### src/rtl/bus_err_drain.sv
// Drains the bus error FIFO into a one-entry record register, counts errors
// and coalesces the interrupt by record count, timeout or overflow.
module bus_err_drain #(
  parameter int unsigned AddrWidth     = 48,
  parameter int unsigned MetaDataWidth = 1,
  parameter int unsigned ErrBits       = 3,
  parameter int unsigned SeqWidth      = 8,
  parameter int unsigned CntWidth      = 16,
  parameter int unsigned IrqThresh     = 4,
  parameter int unsigned IrqTimeout    = 1024
) (
  input  logic                     clk_i,
  input  logic                     rst_ni,
  input  logic                     enable_i,
  input  logic                     err_irq_i,
  output logic                     err_fifo_pop_o,
  input  logic [ErrBits-1:0]       err_code_i,
  input  logic [AddrWidth-1:0]     err_addr_i,
  input  logic [MetaDataWidth-1:0] err_meta_i,
  input  logic                     err_fifo_overflow_i,
  output logic                     rec_valid_o,
  input  logic                     rec_ready_i,
  output logic [ErrBits-1:0]       rec_code_o,
  output logic [AddrWidth-1:0]     rec_addr_o,
  output logic [MetaDataWidth-1:0] rec_meta_o,
  output logic [SeqWidth-1:0]      rec_seq_o,
  output logic [CntWidth-1:0]      err_count_o,
  output logic                     overflow_o,
  output logic                     irq_o,
  input  logic                     irq_ack_i,
  input  logic                     clear_i
);

  localparam int unsigned PendW = $clog2(IrqThresh + 1);
  localparam int unsigned TimW  = $clog2(IrqTimeout) + 1;

  typedef enum logic [1:0] {
    IDLE,
    ACCUM,
    FIRE
  } state_e;

  state_e               state_q;
  logic [PendW-1:0]     pend_q;
  logic [PendW-1:0]     pend_inc;
  logic [TimW-1:0]      timer_q;
  logic [SeqWidth-1:0]  seq_q;
  logic [SeqWidth-1:0]  seq_base;
  logic [CntWidth-1:0]  cnt_base;
  logic                 load;
  logic                 fire;

  // Gated by rst_ni so no pop escapes while reset is held.
  assign load = rst_ni & enable_i & err_irq_i
              & (~rec_valid_o | rec_ready_i);
  assign err_fifo_pop_o = load;

  assign seq_base = clear_i ? '0 : seq_q;
  assign cnt_base = clear_i ? '0 : err_count_o;

  assign pend_inc = (pend_q == PendW'(IrqThresh))
                  ? pend_q : pend_q + PendW'(1);

  assign fire = (pend_q >= PendW'(IrqThresh))
              | (timer_q == TimW'(IrqTimeout - 1))
              | overflow_o;

  always_ff @(posedge clk_i or negedge rst_ni) begin
    if (!rst_ni) begin
      rec_valid_o <= 1'b0;
      rec_code_o  <= '0;
      rec_addr_o  <= '0;
      rec_meta_o  <= '0;
      rec_seq_o   <= '0;
      seq_q       <= '0;
    end else if (load) begin
      rec_valid_o <= 1'b1;
      rec_code_o  <= err_code_i;
      rec_addr_o  <= err_addr_i;
      rec_meta_o  <= err_meta_i;
      rec_seq_o   <= seq_base;
      seq_q       <= seq_base + SeqWidth'(1);
    end else begin
      if (rec_ready_i) rec_valid_o <= 1'b0;
      seq_q <= seq_base;
    end
  end

  always_ff @(posedge clk_i or negedge rst_ni) begin
    if (!rst_ni) begin
      err_count_o <= '0;
      overflow_o  <= 1'b0;
    end else begin
      if (load && (cnt_base != '1)) begin
        err_count_o <= cnt_base + CntWidth'(1);
      end else begin
        err_count_o <= cnt_base;
      end
      if (err_fifo_overflow_i) begin
        overflow_o <= 1'b1;
      end else if (clear_i) begin
        overflow_o <= 1'b0;
      end
    end
  end

  always_ff @(posedge clk_i or negedge rst_ni) begin
    if (!rst_ni) begin
      state_q <= IDLE;
      pend_q  <= '0;
      timer_q <= '0;
      irq_o   <= 1'b0;
    end else if (irq_ack_i) begin
      irq_o   <= 1'b0;
      timer_q <= '0;
      pend_q  <= load ? PendW'(1) : '0;
      state_q <= load ? ACCUM : IDLE;
    end else begin
      unique case (state_q)
        IDLE: begin
          if (load) begin
            pend_q  <= PendW'(1);
            timer_q <= '0;
            state_q <= ACCUM;
          end
        end
        ACCUM: begin
          timer_q <= timer_q + TimW'(1);
          if (load) pend_q <= pend_inc;
          if (fire) begin
            state_q <= FIRE;
            irq_o   <= 1'b1;
          end
        end
        FIRE: begin
          if (load) pend_q <= pend_inc;
        end
        default: state_q <= IDLE;
      endcase
    end
  end

endmodule
### config.mk
export PLATFORM = sky130hd
export DESIGN_NAME = bus_err_drain
export DESIGN_NICKNAME = d
export VERILOG_FILES = /design/src/rtl/bus_err_drain.sv
export SDC_FILE = /design/constraint.sdc
export NUM_CORES = 1
export LEC_CHECK = 0
export BUFFER_PORTS_ARGS = -buffer_cell sky130_fd_sc_hd__buf_2
export CORE_AREA = 2 2 99 101
export DETAILED_ROUTE_END_ITERATION = 7
export DIE_AREA = 0 0 101 103
export GPL_TIMING_DRIVEN = 0
export PLACE_DENSITY = 0.78
export SETUP_SLACK_MARGIN = 0.5
export SKIP_CTS_REPAIR_TIMING = 1
export SLEW_MARGIN = 20
export SYNTH_ARGS = -nofsm -noshare
export SYNTH_HDL_FRONTEND = slang
export SYNTH_SLANG_ARGS = --single-unit
### constraint.sdc
create_clock -name clk_i -period 3.1 [get_ports clk_i]
set_clock_uncertainty 0.15 [all_clocks]
set_input_delay 0.465 -clock clk_i [delete_from_list [all_inputs] [get_ports clk_i]]
set_output_delay 0.465 -clock clk_i [all_outputs]
set_load 0.03 [all_outputs]
==> key figures, run 1 <==
Logic synthesis
  • Post-synth ARST share: 100%
  • Dominant cells by area after synthesis: dfrtp_1 55%, nand2_1 16%, nand3_1 2.5%, ha_1 2.4%, xnor2_1 2.3%
  • Cell area after synthesis: 4650 um2
  • Largest area contributor in the netlist: dfrtp_1
  • Number of library cell types mapped by synthesis: 53
  • Synth warnings: 0
  • EDFF count, synth: 0
  • Syn avg cell area: 9.31 um2
  • Most used flip-flop cell after synthesis: dfrtp_1
  • Share of the synthesized area in the top cell type: 55.4%
  • Synth Register Bits: 103
  • Cell count after synthesis: 500
  • Syn_nets: 569
  • Register area share after synthesis: 55.4%

Clocking
  • CTS tree: yes
  • H-Tree Depth: 3
  • CTS Buffer Depth: 2
  • CTS Buf Count: 9
  • CTS root buf: clkbuf_8
  • Clk sinks: 103
  • Worst-path clk slew: 0.10 ns
  • Clock latency on the worst-skew pair: 0.36 ns

Pwr
  • Leakage: 3.14 nW
  • Pwr Total: 3.16 mW
  • Worst vdd ir: 0.000331 V
  • Pwr dens: 533 nW/um2

Floorplan
  • # rows: 36
  • Core Region: 9460 um2
  • Die Y: 103 um
  • Starting Density: 49.2%
  • I/O pins: 140
  • Die Wd: 101 um
  • Die Footprint: 10,400 um2

Placed design
  • # port buffers: 138
  • GPL Wtd Cong: 0.826
  • DPL Wire Length: 8020 um

Worst hold path
  • Worst Hold Depth: 2
  • Hold WC Path Type: in2reg
  • Hold worst-path end: overflow_o
  • Hold path start: err_fifo_overflow_i

Setup path
  • Critical path endpoint category: output pin
  • Crit Path Max Fanout: 10
  • R2r startpoint: err_count_o[0]
  • Startpoint Class: register
  • Critical Path RT: 2.48 ns
  • Crit path kind: reg2out
  • Flop2flop setup slack: 0.73 ns
  • Reg-to-Reg End: err_count_o[4]
  • R2R cell count: 7
  • Critical path data arrival time: 1.88 ns

STA
  • Fmax: 0.400 GHz
  • Max-slew headroom: 43.0%
  • Final setup viols: 0
  • Worst-margin pin slew: 0.852 ns
  • Period minus WS final: 2.50 ns
  • Period utilisation layout: 80.6%
  • Setup TNS: 0 ns
  • Count of final max-slew check failures: 0
  • Hold Fails Final Rpt: 0
  • Setup repair after global routing missed its margin: yes

Drt
  • WL/cell: 15.0 um
  • DR iter-0 viols: 118
  • Via count: 4,104
  • Antenna viol nets, final: 0
  • Final wirelength: 11,700 um
  • Via density: 5.28
  • First-pass DRT Iterations: 4
  • Drt drc: 0

Global route
  • Antenna violations before repair: 0
  • GRT Resource Usage Total: 21.2%
  • Number of global-route vias before repair: 3,817
  • First-pass GRT wire length: 17,500 um
  • Global route total overflow: 0
  • Largest net degree at the start of global routing: 54

Cells and area
  • Layout cells sized above 1: 27.0%
  • Number of fill cells in the layout: 802
  • Area grow syn2layout: 27.5%
  • # nets final: 728
  • # diodes: 0

Run status
  • Status: completed

Job
  • Max cap viols: 0
[area by class of cell]
cell class / instances / area, um2 / area share, %
clock buffers: 10 / 128 / 2.15
well taps: 114 / 143 / 2.40
repair buffers: 148 / 903 / 15.2
inverters: 10 / 42.5 / 0.717
multi-input cells: 367 / 1960 / 33.1
flip-flops and latches: 103 / 2580 / 43.4
plain buffers: 20 / 93.8 / 1.58
clock inverters: 6 / 85.1 / 1.43
[state kept, by name (all words and copies together), names as in the netlist, 2 cells and up]
signal and flops:
timer_q 11, rec_addr_o 48, seq_q 8, err_count_o 16, pend_q 3, state_q 2, rec_seq_o 8, rec_code_o 3
[worst max-delay path by stage]
stage / startpoint / to / depth (start not counted)
floorplan: clear_i / err_count_o[4] / 9
global placement: rst_ni / err_fifo_pop_o / 7
detailed placement: rst_ni / err_fifo_pop_o / 8
CTS: rst_ni / err_fifo_pop_o / 8
global route: rec_valid_o / err_fifo_pop_o / 6
finish: rec_valid_o / err_fifo_pop_o / 6
[through the flow]
| stage | std cells | setup slack, ns | hold WS, ns | util [%] | cell area [um2] |
|---|---|---|---|---|---|
| 4_1_cts | 769 | -0.337 | -0.100 | 60.6 | 5730 |
| 2_1_floorplan | 500 | 0.595 | 0.0194 | - | 4650 |
| 6_report | 778 | 0.602 | 0.125 | 62.7 | 5930 |
| 3_3_place_gp | 752 | -1.70 | 0.302 | 58.0 | 5490 |
| 3_5_place_dp | 753 | -0.333 | 0.303 | 58.4 | 5520 |
| 5_1_grt | 778 | 0.483 | 0.118 | 62.7 | 5930 |
[per-layer routing]
layer / GRT usage [%] / part of all wire, % / up-vias / wire (um)
li1: - / - / 1980 / -
met5: 0 / 0 / - / 0
met2: 35.7 / 48 / 139 / 5630
met3: 4.95 / 6.5 / 17 / 755
met1: 26.7 / 44 / 1968 / 5080
met4: 8.00 / 1.7 / 0 / 199
[cell usage after synthesis, types with 2 or more instances]
master and n:
nand2b_1 3, nor4_1 3, a21oi_2 2, a31oi_1 6
inv_1 8, nor4_2 2, o21ai_0 13, buf_1 3
dfrtp_1 103, mux2_1 4, nand2_1 194, a311o_1 2
a21oi_1 10, ha_1 9, mux2_2 2, nor2_1 17
o41ai_1 2, xnor2_1 12, o31ai_1 2, a21o_1 3
nor2b_1 14, nand3_1 23, xor2_1 2, and2_1 2
o211ai_1 2, or3_1 2, a22o_1 2, and4_1 4
nand3b_1 2, nand4_1 2, and3_1 7, clkbuf_1 11
buf_2 5, nor3_1 3
[layout by cell type (no fill, tap or decap), types with 3 or more instances in the layout]
cell	count
inv_1	8
nor4_1	3
nand2_1	194
mux2_1	4
xnor2_1	12
nor2_1	17
clkbuf_1	11
dlygate4sd3_1	4
dfrtp_1	103
clkbuf_8	9
a21o_1	3
nor3_1	3
and4_1	4
ha_1	9
a31oi_1	6
o21ai_0	13
a21oi_1	10
and3_1	7
clkbuf_16	4
nor2b_1	14
nand2b_1	3
buf_2	141
nand3_1	22
[critical path: stages (launching register included)]
cell,delay [ns]
dfrtp_1,0.38
nor2b_2,0.18
or2_1,0.22
buf_2,0.21
inv_6,0.14
buf_4,0.18
clkbuf_4,0.20
[power breakdown]
group	switching [mW]	total, mW	leakage (nW)	internal [mW]
Clock	0.460	0.912	0.102	0.453
Combinational	0.493	0.709	1.69	0.216
Sequential	0.0723	1.54	1.35	1.47
[cells by family (layout without fill, tap and decap cells)]
| group | count (synthesis) | in the layout | share of synthesized area, % |
|---|---|---|---|
| AO/OA/AOI/OAI | 51 | 51 | 7.21 |
| XOR/XNOR | 14 | 14 | 2.64 |
| adder cells (fa/ha/maj) | 9 | 9 | 2.42 |
| buffers and inverters | 30 | 194 | 2.72 |
| flip-flops | 103 | 103 | 55.4 |
| multiplexers | 7 | 7 | 1.67 |
| AND/OR/NAND/NOR | 286 | 286 | 28.0 |
(Power assumes the default switching activity.)
==> run 2, diff against run 1 <==
==> constraint.sdc (replaced) <==
create_clock -name clk_i -period 2.45 [get_ports clk_i]
set_clock_uncertainty 0.15 [all_clocks]
set_input_delay 0.3675 -clock clk_i [delete_from_list [all_inputs] [get_ports clk_i]]
set_output_delay 0.3675 -clock clk_i [all_outputs]
set_load 0.03 [all_outputs]
==> run 2 against run 1 <==
- utilization grew 4.7 points
- sequential cell count unchanged
- register-to-register slack lost 0.45 ns
- first-iteration DRC count rose by 97%
- cell count up 3.2%
- via count rose by 3.8%
- routed wire length increased by 7.6%
- sequential share of layout area decreased by 2.9 points
- critical path depth rose by 4
- clock power up 9.5%
- critical endpoint is now err_count_o[14]
- largest power group unchanged
==> key figures, run 2 (synthesized netlist as in run 1, its figures left out) <==
Setup path
  • Crit path kind: in2reg
  • Crit Path Max Fanout: 10
  • Critical path data arrival time: 2.28 ns
  • CP Cell Sequence: buf_2 -> buf_8 -> buf_8 -> nor2b_4 -> ha_4 -> and3_4 -> nand2_4 -> nor4_4 -> and3_1 -> mux2_4
  • Crit-path slowest cell: nor4_4
  • Crit-path leading delay family: simple AND/OR/NAND/NOR gates
  • Crit-path max cell delay: 0.37 ns
  • R2R cell count: 7
  • Critical Path RT: 2.55 ns
  • Reg-to-Reg End: err_count_o[14]
  • Flop2flop setup slack: 0.28 ns
  • WP buf/inv: 3
  • R2r startpoint: err_count_o[0]
  • Startpoint Class: input pin
  • CP dominant cell by count: buf_8
  • Critical path endpoint category: register

STA
  • Final setup viols: 0
  • Period minus WS final: 2.18 ns
  • Fmax: 0.458 GHz
  • Setup repair after global routing missed its margin: yes
  • Count of final max-slew check failures: 0
  • Max-slew headroom: 54.8%
  • Setup slack after layout: 0.267 ns
  • Hold Fails Final Rpt: 0
  • Worst-margin pin slew: 0.675 ns
  • Period utilisation layout: 89.1%

Worst hold path
  • Hold path start: err_fifo_overflow_i
  • Hold worst-path end: overflow_o
  • Worst Hold Depth: 2
  • Hold WC Path Type: in2reg

Drt
  • Via count: 4,258
  • First-pass DRT Iterations: 5
  • Final wirelength: 12,600 um
  • Antenna viol nets, final: 0
  • WL/cell: 15.6 um
  • Drt drc: 0
  • DR iter-0 viols: 233
  • Via density: 5.30

Placed design
  • GPL Wtd Cong: 0.798
  • # port buffers: 138
  • DP Area: 5590 um2
  • Placed cell count: 753
  • DPL Wire Length: 7950 um
  • Setup WS pre-CTS: -0.635 ns

Pwr
  • Pwr Total: 3.94 mW
  • Leakage: 3.31 nW
  • Pwr dens: 617 nW/um2
  • Worst vdd ir: 0.000432 V

Cells and area
  • Regs by FF count: rec_addr_o x48, err_count_o x16, timer_q x11
  • Area grow syn2layout: 37.1%
  • Layout cells sized above 1: 35.0%
  • Multi-input logic area: 2180 um2
  • Reg area: 2580 um2
  • Fin area: 6380 um2
  • Most flop-heavy register: rec_addr_o
  • Commonest non-fill, non-tap cell in the layout: nand2_1
  • # diodes: 0
  • # nets final: 754
  • Final std cells w/o fill: 803
  • Most frequent cells in the layout: 193 x nand2_1, 141 x buf_2, 97 x dfrtp_1
  • Number of fill cells in the layout: 749
  • Max reg flops: 48

Clocking
  • CTS root buf: clkbuf_8
  • Clk sinks: 103
  • Worst-path clk slew: 0.10 ns
  • Clock latency on the worst-skew pair: 0.36 ns
  • H-Tree Depth: 3
  • CTS Buf Count: 9
  • CTS Buffer Depth: 2
  • CTS tree: yes

Global route
  • First-pass GRT wire length: 18,000 um
  • Largest net degree at the start of global routing: 61
  • Global route total overflow: 0
  • Number of global-route vias before repair: 3,903
  • Antenna violations before repair: 0
  • GRT Resource Usage Total: 21.7%

Floorplan
  • Die Wd: 101 um
  • Die Footprint: 10,400 um2
  • # rows: 36
  • I/O pins: 140
  • Starting Density: 49.2%
  • Die Y: 103 um
  • Core Region: 9460 um2

Run status
  • Status: completed

Job
  • Max cap viols: 0
[run 2: changes by cell type in the layout (fill, tap and decap cells not counted), sizes merged]
cell | previous run | this run
dlygate4sd3 | 4 | 3
clkbuf | 26 | 23
nand2 | 194 | 195
clkinv | 3 | 2
inv | 9 | 8
bufinv | 2 | 0
clkinvlp | 2 | 0
buf | 148 | 182
[run 2: metrics by stage]
stage / util, % / TNS [ns] / hold slack [ns]
final: 67.4 / 0 / 0.0380
after global routing: 67.4 / 0 / 0.0218
after CTS: 60.9 / -3.17 / -0.227
after detailed placement: 59.1 / -34.96 / 0.172
after global placement: 58.7 / -199.88 / 0.300
after floorplan: - / 0 / -0.0781
[run 2: how the worst max path moves through the flow]
stage / slack [ns] / endpoint / start / cells past startpoint
CTS: -0.63 / err_fifo_pop_o / rst_ni / 8
global placement: -2.02 / err_fifo_pop_o / rst_ni / 7
detailed placement: -0.63 / err_fifo_pop_o / rst_ni / 8
global route: 0.23 / err_count_o[14] / err_count_o[0] / 7
finish: 0.27 / err_count_o[14] / clear_i / 10
floorplan: 0.30 / err_count_o[4] / clear_i / 9
[run 2: power breakdown]
part	switching, mW	internal (mW)	leakage (nW)
registers	0.0928	1.86	1.34
logic	0.653	0.330	1.88
clock network	0.548	0.451	0.0898
total	1.29	2.64	3.31
[run 2: worst register-to-register path: cells and delay by family (launching register included)]
family                     cells  cell delay [ns]
DFF                            1             0.38
adders and majority gates      1             0.17
and+or+nand+nor                5             1.08
muxes                          1             0.30
[run 2: area by class of cell]
cell class / count / share of cell area (%)
multi-input cells: 368 / 34.2
clock buffers: 15 / 2.77
flip-flops and latches: 103 / 40.5
plain buffers: 20 / 2.22
well taps: 114 / 2.24
repair buffers: 173 / 17.3
inverters: 10 / 0.824
[run 2: per-layer routing]
layer | part of all wire (%) | track usage, % | routed length, um | vias up
li1 | - | - | - | 2023
met2 | 51 | 36.0 | 6450 | 155
met4 | 1.1 | 7.48 | 138 | 0
met3 | 6.2 | 5.15 | 782 | 11
met1 | 41 | 28.2 | 5180 | 2069
met5 | 0 | 0 | 0 | -
==> run 3, diff against run 2 <==
--- a/config.mk
+++ b/config.mk
@@ -6,9 +6,9 @@
 export NUM_CORES = 1
 export LEC_CHECK = 0
 export BUFFER_PORTS_ARGS = -buffer_cell sky130_fd_sc_hd__buf_2
-export CORE_AREA = 2 2 99 101
+export CORE_AREA = 2 2 89 112
 export DETAILED_ROUTE_END_ITERATION = 7
-export DIE_AREA = 0 0 101 103
+export DIE_AREA = 0 0 91 114
 export GPL_TIMING_DRIVEN = 0
 export PLACE_DENSITY = 0.78
 export SETUP_SLACK_MARGIN = 0.5
==> run 3 against run 2 <==
- setup slack improved by 0.051 ns
- critical path depth unchanged
- sequential share of layout area rose by 0.16 points
- sequential power about the same
- worst hold slack improved by 0.021 ns
- combinational power shrank 4.2%
==> key figures, run 3 (synthesized netlist as in run 1, its figures left out) <==
Pwr
  • Clock power share: 32.7%
  • Switching power total: 1.35 mW
  • Pwr Total: 4.31 mW
  • Worst vdd ir: 0.000393 V
  • Internal power: 2.96 mW
  • Pwr dens: 678 nW/um2
  • Share of total power in combinational logic: 21.9%
  • Switching share of power: 31.2%
  • Part of the power in registers: 45.4%
  • Leakage: 3.34 nW

Drt
  • Drt drc: 0
  • First-pass DRT Iterations: 4
  • DR iter-0 viols: 237
  • Final wirelength: 11,700 um
  • Via density: 5.17
  • Via count: 4,212
  • WL/cell: 14.3 um
  • Antenna viol nets, final: 0

Floorplan
  • Die Footprint: 10,400 um2
  • Core Region: 9410 um2
  • # rows: 40
  • Starting Density: 49.5%
  • I/O pins: 140
  • Die Y: 114 um
  • Die Wd: 91 um

Setup path
  • Critical path data arrival time: 2.21 ns
  • Crit-path slowest cell: nor4_4
  • Crit path kind: in2reg
  • Critical Path RT: 2.53 ns
  • Crit-path max cell delay: 0.35 ns
  • Crit Path Max Fanout: 10
  • CP dominant cell by count: buf_8
  • Critical path endpoint category: register
  • Startpoint Class: input pin
  • CP Cell Sequence: buf_2 -> buf_8 -> buf_8 -> nor2b_4 -> ha_4 -> and3_4 -> nand2_4 -> nor4_4 -> and3_1 -> mux2_4

Cells and area
  • # diodes: 0
  • Commonest non-fill, non-tap cell in the layout: nand2_1
  • Final core utilization: 67.5%
  • Final std cells w/o fill: 815
  • Max reg flops: 48
  • Most frequent cells in the layout: 192 x nand2_1, 141 x buf_2, 98 x dfrtp_1
  • Layout cells sized above 1: 35.3%
  • Fin area: 6350 um2
  • Most flop-heavy register: rec_addr_o
  • # nets final: 753
  • Regs by FF count: rec_addr_o x48, err_count_o x16, timer_q x11
  • Area grow syn2layout: 36.5%

STA
  • Worst-margin pin slew: 0.544 ns
  • Setup repair after global routing missed its margin: yes
  • Max-slew headroom: 63.7%
  • Setup TNS: 0 ns
  • Count of final max-slew check failures: 0
  • Final setup viols: 0
  • Setup slack after layout: 0.318 ns
  • Period minus WS final: 2.13 ns
  • Hold slack: 0.0585 ns
  • Hold Fails Final Rpt: 0
  • Fmax: 0.469 GHz
  • Period utilisation layout: 87.0%

Global route
  • Antenna violations before repair: 0
  • GRT Resource Usage Total: 21.2%
  • Largest net degree at the start of global routing: 64
  • First-pass GRT wire length: 17,700 um
  • Number of global-route vias before repair: 3,899
  • Global route total overflow: 0

Clocking
  • Clk sinks: 103
  • Clock latency on the worst-skew pair: 0.34 ns
  • CTS Buffer Depth: 2
  • CTS tree: yes
  • CTS Buf Count: 9
  • Worst-path clk slew: 0.07 ns
  • H-Tree Depth: 3
  • CTS root buf: clkbuf_16

Placed design
  • GPL Wtd Cong: 0.835
  • DP Area: 5600 um2
  • DPL Wire Length: 7750 um
  • Setup WS pre-CTS: -0.275 ns
  • Placed cell count: 765
  • # port buffers: 138

Job
  • Max cap viols: 0

Worst hold path
  • Hold WC Path Type: in2reg

Run status
  • Status: completed
## run 3: changes by cell type in the layout (fill, tap and decap cells not counted), moves of 3 or more
cell / before / now
clkbuf_1: 7 / 4
clkbuf_16: 3 / 9
clkbuf_2: 0 / 8
clkbuf_8: 12 / 0
ha_4: 4 / 1
## run 3: cell type report
class	instances	area (um2)
multi-input combinational	367	2090
inverter	10	52.6
fill	753	3060
sequential	103	2580
tap	126	158
timing repair buffer	173	1040
clock inverter	5	58.8
buffer	20	133
clock buffer	11	233
## run 3: layer usage
layer	routed length [um]	global-route usage (%)
met4	219	8.79
met5	0	0
met3	641	4.69
met1	4830	25.8
met2	6000	36.5
## run 3: power by group through the flow
stage | Sequential (mW) | Clock [mW] | Combinational [mW]
2_1_floorplan | 2.30 | 0 | 0.232
3_3_place_gp | 1.98 | 0 | 0.847
3_5_place_dp | 1.98 | 0 | 0.873
4_1_cts | 1.96 | 1.45 | 0.874
5_1_grt | 1.98 | 1.51 | 1.02
6_report | 1.95 | 1.41 | 0.942
## run 3: final timing paths
kind / depth (start not counted) / from / end / slack [ns]
max in group asynchronous: 3 / rst_ni / rec_code_o[1] / 1.26
hold reg to reg: 2 / rec_addr_o[29] / rec_addr_o[29] / 0.32
setup / recovery: 10 / clear_i / err_count_o[14] / 0.32
min in group asynchronous: 3 / rst_ni / err_count_o[5] / 0.60
hold / removal: 3 / err_addr_i[25] / rec_addr_o[25] / 0.06
setup reg to reg: 7 / err_count_o[1] / err_count_o[14] / 0.33
## run 3: worst max-delay path, delay by kind of cell
kind	cells	cell delay [ns]
adders and majority gates	1	0.15
and+or+nand+nor	5	0.99
buffers and inverters	3	0.38
muxes	1	0.30
